[src/rtl/muldiv_seq.sv]
// muldiv_seq: iterative signed MULT (radix-2 Booth) / DIV (restoring) sequencer
// producing HI/LO results and write strobes for the multicycle processor.
module muldiv_seq #(
    parameter int unsigned DATA_W = 32,
    parameter int unsigned CNT_W  = 6
) (
    input  logic              clk,
    input  logic              reset_in,
    input  logic              start,
    input  logic              op,
    input  logic [DATA_W-1:0] a,
    input  logic [DATA_W-1:0] b,
    output logic              busy,
    output logic              done,
    output logic              div_zero,
    output logic [DATA_W-1:0] hi,
    output logic [DATA_W-1:0] lo,
    output logic              hi_w,
    output logic              lo_w
);

    // Booth register: {guard+acc (DATA_W+1), multiplier (DATA_W), q_-1}.
    // The guard bit keeps acc - mcand exact when mcand is the most negative value.
    localparam int unsigned PROD_W = 2*DATA_W + 2;
    localparam int unsigned ACC_W  = DATA_W + 1;

    typedef enum logic [2:0] {
        S_IDLE     = 3'd0,
        S_MULT_RUN = 3'd1,
        S_DIV_RUN  = 3'd2,
        S_DIV_FIX  = 3'd3,
        S_FINISH   = 3'd4
    } state_t;

    state_t              state_q, state_d;
    logic [CNT_W-1:0]    cnt_q;
    logic [PROD_W-1:0]   prod_q;
    logic [DATA_W-1:0]   mcand_q;
    logic [DATA_W-1:0]   rem_q;
    logic [DATA_W-1:0]   quo_q;
    logic [DATA_W-1:0]   dvsr_q;
    logic                neg_quo_q;
    logic                neg_rem_q;
    logic                op_q;
    logic                err_q;

    logic                accept_c;
    logic                last_step_c;
    logic [DATA_W-1:0]   a_mag_c;
    logic [DATA_W-1:0]   b_mag_c;
    logic [ACC_W-1:0]    booth_acc_c;
    logic [ACC_W-1:0]    booth_mext_c;
    logic [ACC_W-1:0]    booth_sum_c;
    logic [PROD_W-1:0]   booth_step_c;
    logic [DATA_W:0]     div_shift_c;
    logic                div_ge_c;
    logic [DATA_W-1:0]   div_diff_c;

    logic                busy_d;
    logic                done_d;
    logic                div_zero_d;
    logic                hi_w_d;
    logic                lo_w_d;
    logic [DATA_W-1:0]   hi_d;
    logic [DATA_W-1:0]   lo_d;

    // Request acceptance and iteration-end detection
    assign accept_c    = (state_q == S_IDLE) && start && !busy && !done;
    assign last_step_c = (cnt_q == CNT_W'(DATA_W - 1));
    assign a_mag_c     = a[DATA_W-1] ? -a : a;
    assign b_mag_c     = b[DATA_W-1] ? -b : b;

    // One Booth step: add/subtract on the bit pair, then arithmetic shift right
    always_comb begin
        booth_acc_c  = prod_q[PROD_W-1 -: ACC_W];
        booth_mext_c = {mcand_q[DATA_W-1], mcand_q};
        booth_sum_c  = booth_acc_c;
        case (prod_q[1:0])
            2'b01:   booth_sum_c = booth_acc_c + booth_mext_c;
            2'b10:   booth_sum_c = booth_acc_c - booth_mext_c;
            default: booth_sum_c = booth_acc_c;
        endcase
        booth_step_c = {booth_sum_c[ACC_W-1], booth_sum_c, prod_q[DATA_W:1]};
    end

    // One restoring-division step on magnitudes
    always_comb begin
        div_shift_c = {rem_q, quo_q[DATA_W-1]};
        div_ge_c    = (div_shift_c >= {1'b0, dvsr_q});
        div_diff_c  = div_shift_c[DATA_W-1:0] - dvsr_q;
    end

    // State register
    always_ff @(posedge clk) begin
        if (!reset_in) begin
            state_q <= S_IDLE;
        end else begin
            state_q <= state_d;
        end
    end

    // Next-state logic
    always_comb begin
        state_d = state_q;
        case (state_q)
            S_IDLE: begin
                if (accept_c) begin
                    if (!op)           state_d = S_MULT_RUN;
                    else if (b != '0)  state_d = S_DIV_RUN;
                    else               state_d = S_FINISH;
                end
            end
            S_MULT_RUN: if (last_step_c) state_d = S_FINISH;
            S_DIV_RUN:  if (last_step_c) state_d = S_DIV_FIX;
            S_DIV_FIX:  state_d = S_FINISH;
            S_FINISH:   state_d = S_IDLE;
            default:    state_d = S_IDLE;
        endcase
    end

    // Next values of the registered outputs
    always_comb begin
        busy_d     = busy;
        done_d     = 1'b0;
        div_zero_d = 1'b0;
        hi_w_d     = 1'b0;
        lo_w_d     = 1'b0;
        hi_d       = hi;
        lo_d       = lo;
        case (state_q)
            S_IDLE: begin
                if (accept_c) busy_d = 1'b1;
            end
            S_FINISH: begin
                busy_d = 1'b0;
                done_d = 1'b1;
                if (err_q) begin
                    div_zero_d = 1'b1;
                end else begin
                    hi_w_d = 1'b1;
                    lo_w_d = 1'b1;
                    if (op_q) begin
                        hi_d = rem_q;
                        lo_d = quo_q;
                    end else begin
                        hi_d = prod_q[2*DATA_W:DATA_W+1];
                        lo_d = prod_q[DATA_W:1];
                    end
                end
            end
            default: ;
        endcase
    end

    // Output registers
    always_ff @(posedge clk) begin
        if (!reset_in) begin
            busy     <= 1'b0;
            done     <= 1'b0;
            div_zero <= 1'b0;
            hi_w     <= 1'b0;
            lo_w     <= 1'b0;
            hi       <= '0;
            lo       <= '0;
        end else begin
            busy     <= busy_d;
            done     <= done_d;
            div_zero <= div_zero_d;
            hi_w     <= hi_w_d;
            lo_w     <= lo_w_d;
            hi       <= hi_d;
            lo       <= lo_d;
        end
    end

    // Operand capture, iteration counter and shift/accumulate datapath
    always_ff @(posedge clk) begin
        if (!reset_in) begin
            cnt_q     <= '0;
            prod_q    <= '0;
            mcand_q   <= '0;
            rem_q     <= '0;
            quo_q     <= '0;
            dvsr_q    <= '0;
            neg_quo_q <= 1'b0;
            neg_rem_q <= 1'b0;
            op_q      <= 1'b0;
            err_q     <= 1'b0;
        end else begin
            case (state_q)
                S_IDLE: begin
                    if (accept_c) begin
                        cnt_q     <= '0;
                        mcand_q   <= a;
                        prod_q    <= {{ACC_W{1'b0}}, b, 1'b0};
                        rem_q     <= '0;
                        quo_q     <= a_mag_c;
                        dvsr_q    <= b_mag_c;
                        neg_quo_q <= a[DATA_W-1] ^ b[DATA_W-1];
                        neg_rem_q <= a[DATA_W-1];
                        op_q      <= op;
                        err_q     <= op && (b == '0);
                    end
                end
                S_MULT_RUN: begin
                    prod_q <= booth_step_c;
                    cnt_q  <= cnt_q + CNT_W'(1);
                end
                S_DIV_RUN: begin
                    if (div_ge_c) begin
                        rem_q <= div_diff_c;
                        quo_q <= {quo_q[DATA_W-2:0], 1'b1};
                    end else begin
                        rem_q <= div_shift_c[DATA_W-1:0];
                        quo_q <= {quo_q[DATA_W-2:0], 1'b0};
                    end
                    cnt_q <= cnt_q + CNT_W'(1);
                end
                S_DIV_FIX: begin
                    if (neg_quo_q) quo_q <= -quo_q;
                    if (neg_rem_q) rem_q <= -rem_q;
                end
                default: ;
            endcase
        end
    end

endmodule
[config.mk]
export PLATFORM = sky130hd
export DESIGN_NAME = muldiv_seq
export DESIGN_NICKNAME = d
export VERILOG_FILES = /design/src/rtl/muldiv_seq.sv
export SDC_FILE = /design/constraint.sdc
export NUM_CORES = 1
export LEC_CHECK = 0
export ABC_AREA = 1
export CAP_MARGIN = 10
export CORE_MARGIN = 1.5
export CORE_UTILIZATION = 25
export DETAILED_ROUTE_END_ITERATION = 6
export GPL_TIMING_DRIVEN = 0
export SYNTH_ARGS = -nofsm -noshare
export SYNTH_HDL_FRONTEND = slang
export SYNTH_SLANG_ARGS = --single-unit
[constraint.sdc]
create_clock -name clk -period 8.48 [get_ports clk]
set_input_delay 1.696 -clock clk [delete_from_list [all_inputs] [get_ports clk]]
set_output_delay 1.696 -clock clk [all_outputs]
set_load 0.05 [all_outputs]
==> results of run 1 <==
==> cells by family after synthesis <==
| logic type | count (synthesis) |
|---|---|
| simple gates | 1701 |
| compound gates | 766 |
| buf+inv | 612 |
| flops | 273 |
| xor+xnor | 83 |
| fa+ha+maj | 73 |
==> stage by stage <==
stage	power, mW	worst slack [ns]
after floorplan	7.10	5.40
after global routing	11.9	4.14
after CTS	10.9	4.50
after detailed placement	9.20	4.20
final	11.0	4.45
after global placement	9.17	4.16
==> layout make-up <==
cell class / count / area [um2] / area share [%]
Tap cell: 1134 / 1420 / 5.64
Timing Repair Buffer: 134 / 1340 / 5.34
Buffer: 146 / 649 / 2.58
Multi-Input combinational cell: 2623 / 13300 / 52.8
Sequential cell: 273 / 5470 / 21.7
Clock buffer: 40 / 913 / 3.63
Clock inverter: 22 / 334 / 1.33
Inverter: 466 / 1750 / 6.96
==> worst min-delay path by stage <==
stage | end | depth (start not counted) | start
final | hi[27] | 2 | hi[27]
after global routing | hi[20] | 2 | hi[20]
after CTS | hi[27] | 2 | hi[27]
after detailed placement | hi[27] | 2 | hi[27]
after global placement | hi[26] | 2 | hi[26]
after floorplan | prod_q[0] | 2 | prod_q[0]
==> power by group through the flow <==
stage          logic [mW]  registers [mW]  clock network, mW
3_5_place_dp         7.08            2.12                  0
4_1_cts              7.11            2.10               1.66
6_report             7.27            2.12               1.65
3_3_place_gp         7.05            2.12                  0
2_1_floorplan        5.16            1.94                  0
5_1_grt              7.99            2.14               1.72
==> state kept, by name, summed over array words and instances, names as in the netlist, 3 cells and up <==
register	count
state_q	3
hi	32
prod_q	65
lo	32
cnt_q	6
rem_q	32
mcand_q	32
quo_q	32
dvsr_q	32
==> critical path: stages (launching register included) <==
cell	delay [ns]
dfxtp_1	0.44
ha_1	0.20
clkbuf_1	0.39
clkinv_1	0.38
nand2_1	0.14
o21ai_0	0.13
a21oi_1	0.24
xor2_1	0.18
inv_1	0.11
ha_1	0.36
a21oi_1	0.26
o21ai_0	0.18
a21oi_1	0.35
nor2_1	0.10
nor2_1	0.17
nand2_1	0.07
nand2_1	0.05
nand3_1	0.06
a21oi_1	0.14
==> cell usage after synthesis (8+ instances only) <==
cell type	n
clkbuf_1	93
nor3_1	49
xor2_1	61
nand2_2	26
nor4_1	8
ha_1	71
a21oi_2	26
dfxtp_1	273
xnor2_1	22
nand2_1	850
or2_2	11
nand4_1	43
a21oi_1	406
nand3_2	36
buf_2	32
buf_1	12
inv_1	442
nor2_1	327
a31oi_1	31
o21bai_1	11
nand3_1	301
o21ai_0	256
nor2_2	13
inv_2	21
nand3b_1	11
==> per-layer routing <==
| layer | GRT usage [%] | vias up |
|---|---|---|
| li1 | - | 11800 |
| met1 | 28.1 | 11300 |
| met2 | 31.7 | 1101 |
| met3 | 3.38 | 159 |
| met4 | 6.94 | 0 |
| met5 | 0 | - |
==> flow_summary_export.csv, run 1 <==
group,metric,value,unit
logic_synthesis,avgSynthCellArea,6.02,um2
clock_tree,clock_latency,0.59,ns
detailed_routing,drt-met1-wl,41000,um
critical_path,regToRegStartpoint,"prod_q[1]",
sta,finalClockSkew,0.0406,ns
final_layout,finalNetCount,3819,
logic_synthesis,synth-adder-area-share,4.39,%
sta,finalSetupViolCount,0,
final_layout,antennaDiodeCount,0,
logic_synthesis,synth_ff_type,"dfxtp_1",
floorplanning,dieWidth,294,um
logic_synthesis,synthTopCellsByArea,"dfxtp_1 26%, nand2_1 15%, a21oi_1 9.6%",
logic_synthesis,synthesis.area,21100,um2
critical_path,timing.critical_path.from,"prod_q[1]",
logic_synthesis,synth_compound_area_share,19.3,%
global_routing,grt_max_degree,16,
sta,worstMarginPinSlew,1.14,ns
floorplanning,core-area,83700,um2
final_layout,fin_area,25100,um2
pwr,p_comb_share,65.9,%
detailed_routing,drt-total-wl,90300,um
final_layout,synthToLayoutAreaGrowth,19.0,%
pwr,switching_share,55.9,%
min_path,hold_path.class,"flip-flop to flip-flop",
pwr,power.switching,6.17,mW
clock_tree,clk_pin_slew,0.06,ns
floorplanning,die_area,86300,um2
placement,hpwl,73700,um
sta,hold_viol,0,
critical_path,critPathMaxFanout,9,
detailed_routing,drt_iter0_markers,2447,
detailed_routing,vias,24400,
floorplanning,dieHeight,294,um
critical_path,crit_path_end_kind,"flip-flop",
detailed_routing,drc,0,
clock_tree,cts_max_path_buffers,3,
logic_synthesis,synth_fp_nets,3649,
detailed_routing,top_layer_used,"met4",
logic_synthesis,ys_types,54,
sta,final.setup.tns,0,ns
detailed_routing,dr.pass1.iters,7,
clock_tree,cts.htree.levels,2,
pwr,seqPwrFrac,19.2,%
final_layout,nFillCells,9391,
clock_tree,postCtsSetupBuffers,0,
final_layout,final_util,30.0,%
sta,grt_setup_unrepaired,"false",
global_routing,antenna_found_initial,1,
final_layout,final_cells,4838,
sta,fmax,248,MHz
sta,post-route-period-util,47.5,%
flow_run,drv_cap,0,
final_layout,layout_common_cells,"850 x nand2_1, 442 x inv_1, 406 x a21oi_1",
logic_synthesis,synth_top_family_by_area,"simple AND/OR/NAND/NOR gates",
placement,dpl_cell_area,23900,um2
logic_synthesis,muxShareOfSynthArea,0,%
logic_synthesis,syn_inst,3508,
logic_synthesis,synth-simple-area-share,35.6,%
pwr,vdd_drop_max,0.209,mV
clock_tree,cts_buffers,34,
logic_synthesis,yosysTopAreaCell,"dfxtp_1",
global_routing,grt.overflow.total,0,
critical_path,endpoint,"prod_q[61]",
logic_synthesis,synth_seq_area_share,25.9,%
logic_synthesis,synthArstFlopShare,0,%
critical_path,critPathKind,"flip-flop to flip-flop",
pwr,power_frac_clock,14.9,%
sta,holdWs,0.464,ns
placement,port_buffers,134,
global_routing,grt_usage,20.3,%
run_status,run_status,"finished, final reports clean",
detailed_routing,wl_met3,7410,um
critical_path,ff2ff_setup_slack,4.45,ns
sta,slew_headroom,23.7,%
detailed_routing,viasPerCell,5.03,
logic_synthesis,ys_ff_latch,273,
floorplanning,num_rows,106,
final_layout,final_common_cell,"nand2_1",
logic_synthesis,yosysTopAreaCellShare,25.9,%
logic_synthesis,synth_edf_count,0,
sta,min_period,4.03,ns
final_layout,drive_gt1_share,6.83,%
critical_path,reg2regPathDepth,18,
clock_tree,cts_tree,"done",
logic_synthesis,ys_warn_count,0,
critical_path,critPathLaunchType,"flip-flop",
clock_tree,cts_hold_buf,0,
logic_synthesis,synth_xor_area_share,3.44,%
critical_path,arrival,4.53,ns
clock_tree,cts-resized-gates,0,
placement,placed_cells,4776,
detailed_routing,wl_per_cell,18.7,um
global_routing,grt_pass1_vias,22200,
critical_path,reg2reg_to,"prod_q[61]",
critical_path,worstPathRequired,8.98,ns
detailed_routing,dr_wl_met2,38700,um
floorplanning,initial_core_util,25.2,%
pwr,intPower,4.87,mW
clock_tree,clock-sinks,273,
floorplanning,io_pins,137,
detailed_routing,ant_nets,0,
sta,finalMaxSlewViolations,0,
placement,routabilityCongestion,1.02,
pwr,powerDensity,439,nW/um2
clock_tree,root_buffer,"clkbuf_16",
pwr,total_leakage_power,11.0,nW
global_routing,grt_first_pass_wirelength,134000,um
(Power assumes the default switching activity.)
==> inputs of run 2 (changes only) <==
==> constraint.sdc (replaced) <==
create_clock -name clk -period 3.5 [get_ports clk]
set_input_delay 0.7 -clock clk [delete_from_list [all_inputs] [get_ports clk]]
set_output_delay 0.7 -clock clk [all_outputs]
set_load 0.05 [all_outputs]
==> flow_summary_export.csv, run 2 (synthesized netlist as in run 1, its figures left out) <==
group,metric,value,unit
critical_path,worstPathRequired,4.00,ns
min_path,hold_path.class,"flip-flop to flip-flop",
sta,finalSetupViolCount,0,
final_layout,synthToLayoutAreaGrowth,19.3,%
global_routing,grt_first_pass_wirelength,134000,um
final_layout,largest_register_ffs,65,
floorplanning,die_area,86300,um2
global_routing,grt_usage,20.3,%
critical_path,ff2ff_setup_slack,0.23,ns
critical_path,reg2regPathDepth,18,
clock_tree,clock-sinks,273,
sta,min_period,3.27,ns
final_layout,top_register,"prod_q",
placement,hpwl,73700,um
clock_tree,cts_hold_buf,0,
critical_path,timing.critical_path.from,"prod_q[1]",
final_layout,fin_area,25200,um2
final_layout,drive_gt1_share,7.24,%
critical_path,reg2reg_to,"prod_q[60]",
placement,port_buffers,134,
global_routing,grt_max_degree,16,
sta,grt_setup_unrepaired,"true",
clock_tree,clk_pin_slew,0.06,ns
sta,worstMarginPinSlew,1.18,ns
sta,finalMaxSlewViolations,0,
pwr,powerDensity,1060,nW/um2
pwr,vdd_drop_max,0.499,mV
detailed_routing,viasPerCell,5.03,
floorplanning,core-area,83700,um2
critical_path,critPathLaunchType,"flip-flop",
pwr,total_leakage_power,11.1,nW
sta,holdWs,0.462,ns
clock_tree,cts_buffers,34,
critical_path,regToRegStartpoint,"prod_q[1]",
placement,dpl_worst_slack,-0.449,ns
floorplanning,dieWidth,294,um
detailed_routing,ant_nets,0,
floorplanning,initial_core_util,25.2,%
final_layout,final_cells,4838,
critical_path,critPathKind,"flip-flop to flip-flop",
detailed_routing,dr.pass1.iters,6,
detailed_routing,wl_per_cell,18.7,um
final_layout,finalNetCount,3819,
placement,placed_cells,4776,
floorplanning,io_pins,137,
clock_tree,cts_tree,"done",
clock_tree,cts_max_path_buffers,3,
final_layout,antennaDiodeCount,0,
final_layout,final_common_cell,"nand2_1",
clock_tree,clock_latency,0.58,ns
detailed_routing,drt-total-wl,90300,um
global_routing,antenna_found_initial,1,
flow_run,drv_cap,0,
sta,fmax,306,MHz
clock_tree,root_buffer,"clkbuf_16",
critical_path,arrival,3.77,ns
clock_tree,cts.htree.levels,2,
floorplanning,dieHeight,294,um
detailed_routing,drc,0,
sta,post-route-period-util,93.5,%
placement,routabilityCongestion,1.02,
run_status,run_status,"finished, final reports clean",
critical_path,critPathMaxFanout,10,
placement,dpl_cell_area,23900,um2
detailed_routing,vias,24300,
sta,worst_slack,0.229,ns
critical_path,crit_path_end_kind,"flip-flop",
sta,slew_headroom,21.4,%
critical_path,endpoint,"prod_q[60]",
floorplanning,num_rows,106,
final_layout,layout_common_cells,"850 x nand2_1, 442 x inv_1, 402 x a21oi_1",
global_routing,grt_pass1_vias,22300,
sta,finalClockSkew,0.0393,ns
sta,hold_viol,0,
detailed_routing,drt_iter0_markers,2407,
global_routing,grt.overflow.total,0,
-- run 2: cell types whose count changed in the layout (fill, tap and decap cells not counted), sizes merged --
cell	previous run	this run
clkbuf	133	132
buf	53	54
-- run 2: routing by layer --
layer	global-route usage, %	vias to the layer above	share of wire, %
li1	-	11800	-
met1	28.1	11200	45
met2	31.6	1093	43
met3	3.36	175	8.3
met4	7.23	0	3.7
met5	0	-	0
-- run 2: area by class of cell --
cell class | count | area [um2]
multi-input combinational | 2623 | 13300
tap | 1134 | 1420
inverter | 466 | 1750
fill | 9399 | 58500
clock inverter | 22 | 334
timing repair buffer | 135 | 1350
sequential | 273 | 5470
buffer | 145 | 648
clock buffer | 40 | 913
-- run 2: worst min-delay path by stage --
stage	start	to	depth (start not counted)
4_1_cts	hi[27]	hi[27]	2
3_3_place_gp	hi[26]	hi[26]	2
2_1_floorplan	prod_q[0]	prod_q[0]	2
5_1_grt	hi[20]	hi[20]	2
3_5_place_dp	hi[27]	hi[27]	2
6_report	hi[27]	hi[27]	2
-- run 2: repair_timing --
action | in CTS | in global routing
setup buffers | 0 | 1
pin swaps | 0 | 1
resized for setup | 4 | 16
setup endpoints to repair | 23 | 12
-- run 2: power by group --
group	switching, mW	total, mW	internal, mW	leakage (nW)
Sequential	1.17	5.13	3.96	2.24
Combinational	12.2	17.7	5.49	8.23
Clock	1.62	3.98	2.36	0.591
-- run 2: critical path: stages (launching register included) --
cell and delay (ns):
dfxtp_1 0.48, ha_4 0.27, clkinv_2 0.16, clkbuf_2 0.23, nand2_1 0.12, xor2_1 0.14, inv_1 0.06, ha_1 0.33
nand2_1 0.09, nand2_1 0.08, a21oi_1 0.20, nand2_1 0.16, inv_1 0.08, nor2_1 0.05, o21ai_0 0.34, nand2_1 0.09
nand2_1 0.06, nand3_1 0.08, a21oi_1 0.14
-- run 2: stage by stage --
step,power (mW),util (%),setup TNS (ns)
floorplan,17.2,-,0
global placement,22.2,28.5,-5.18
detailed placement,22.3,28.5,-5.18
CTS,26.3,30.1,0
global route,28.8,30.1,-0.0410
finish,26.8,30.1,0
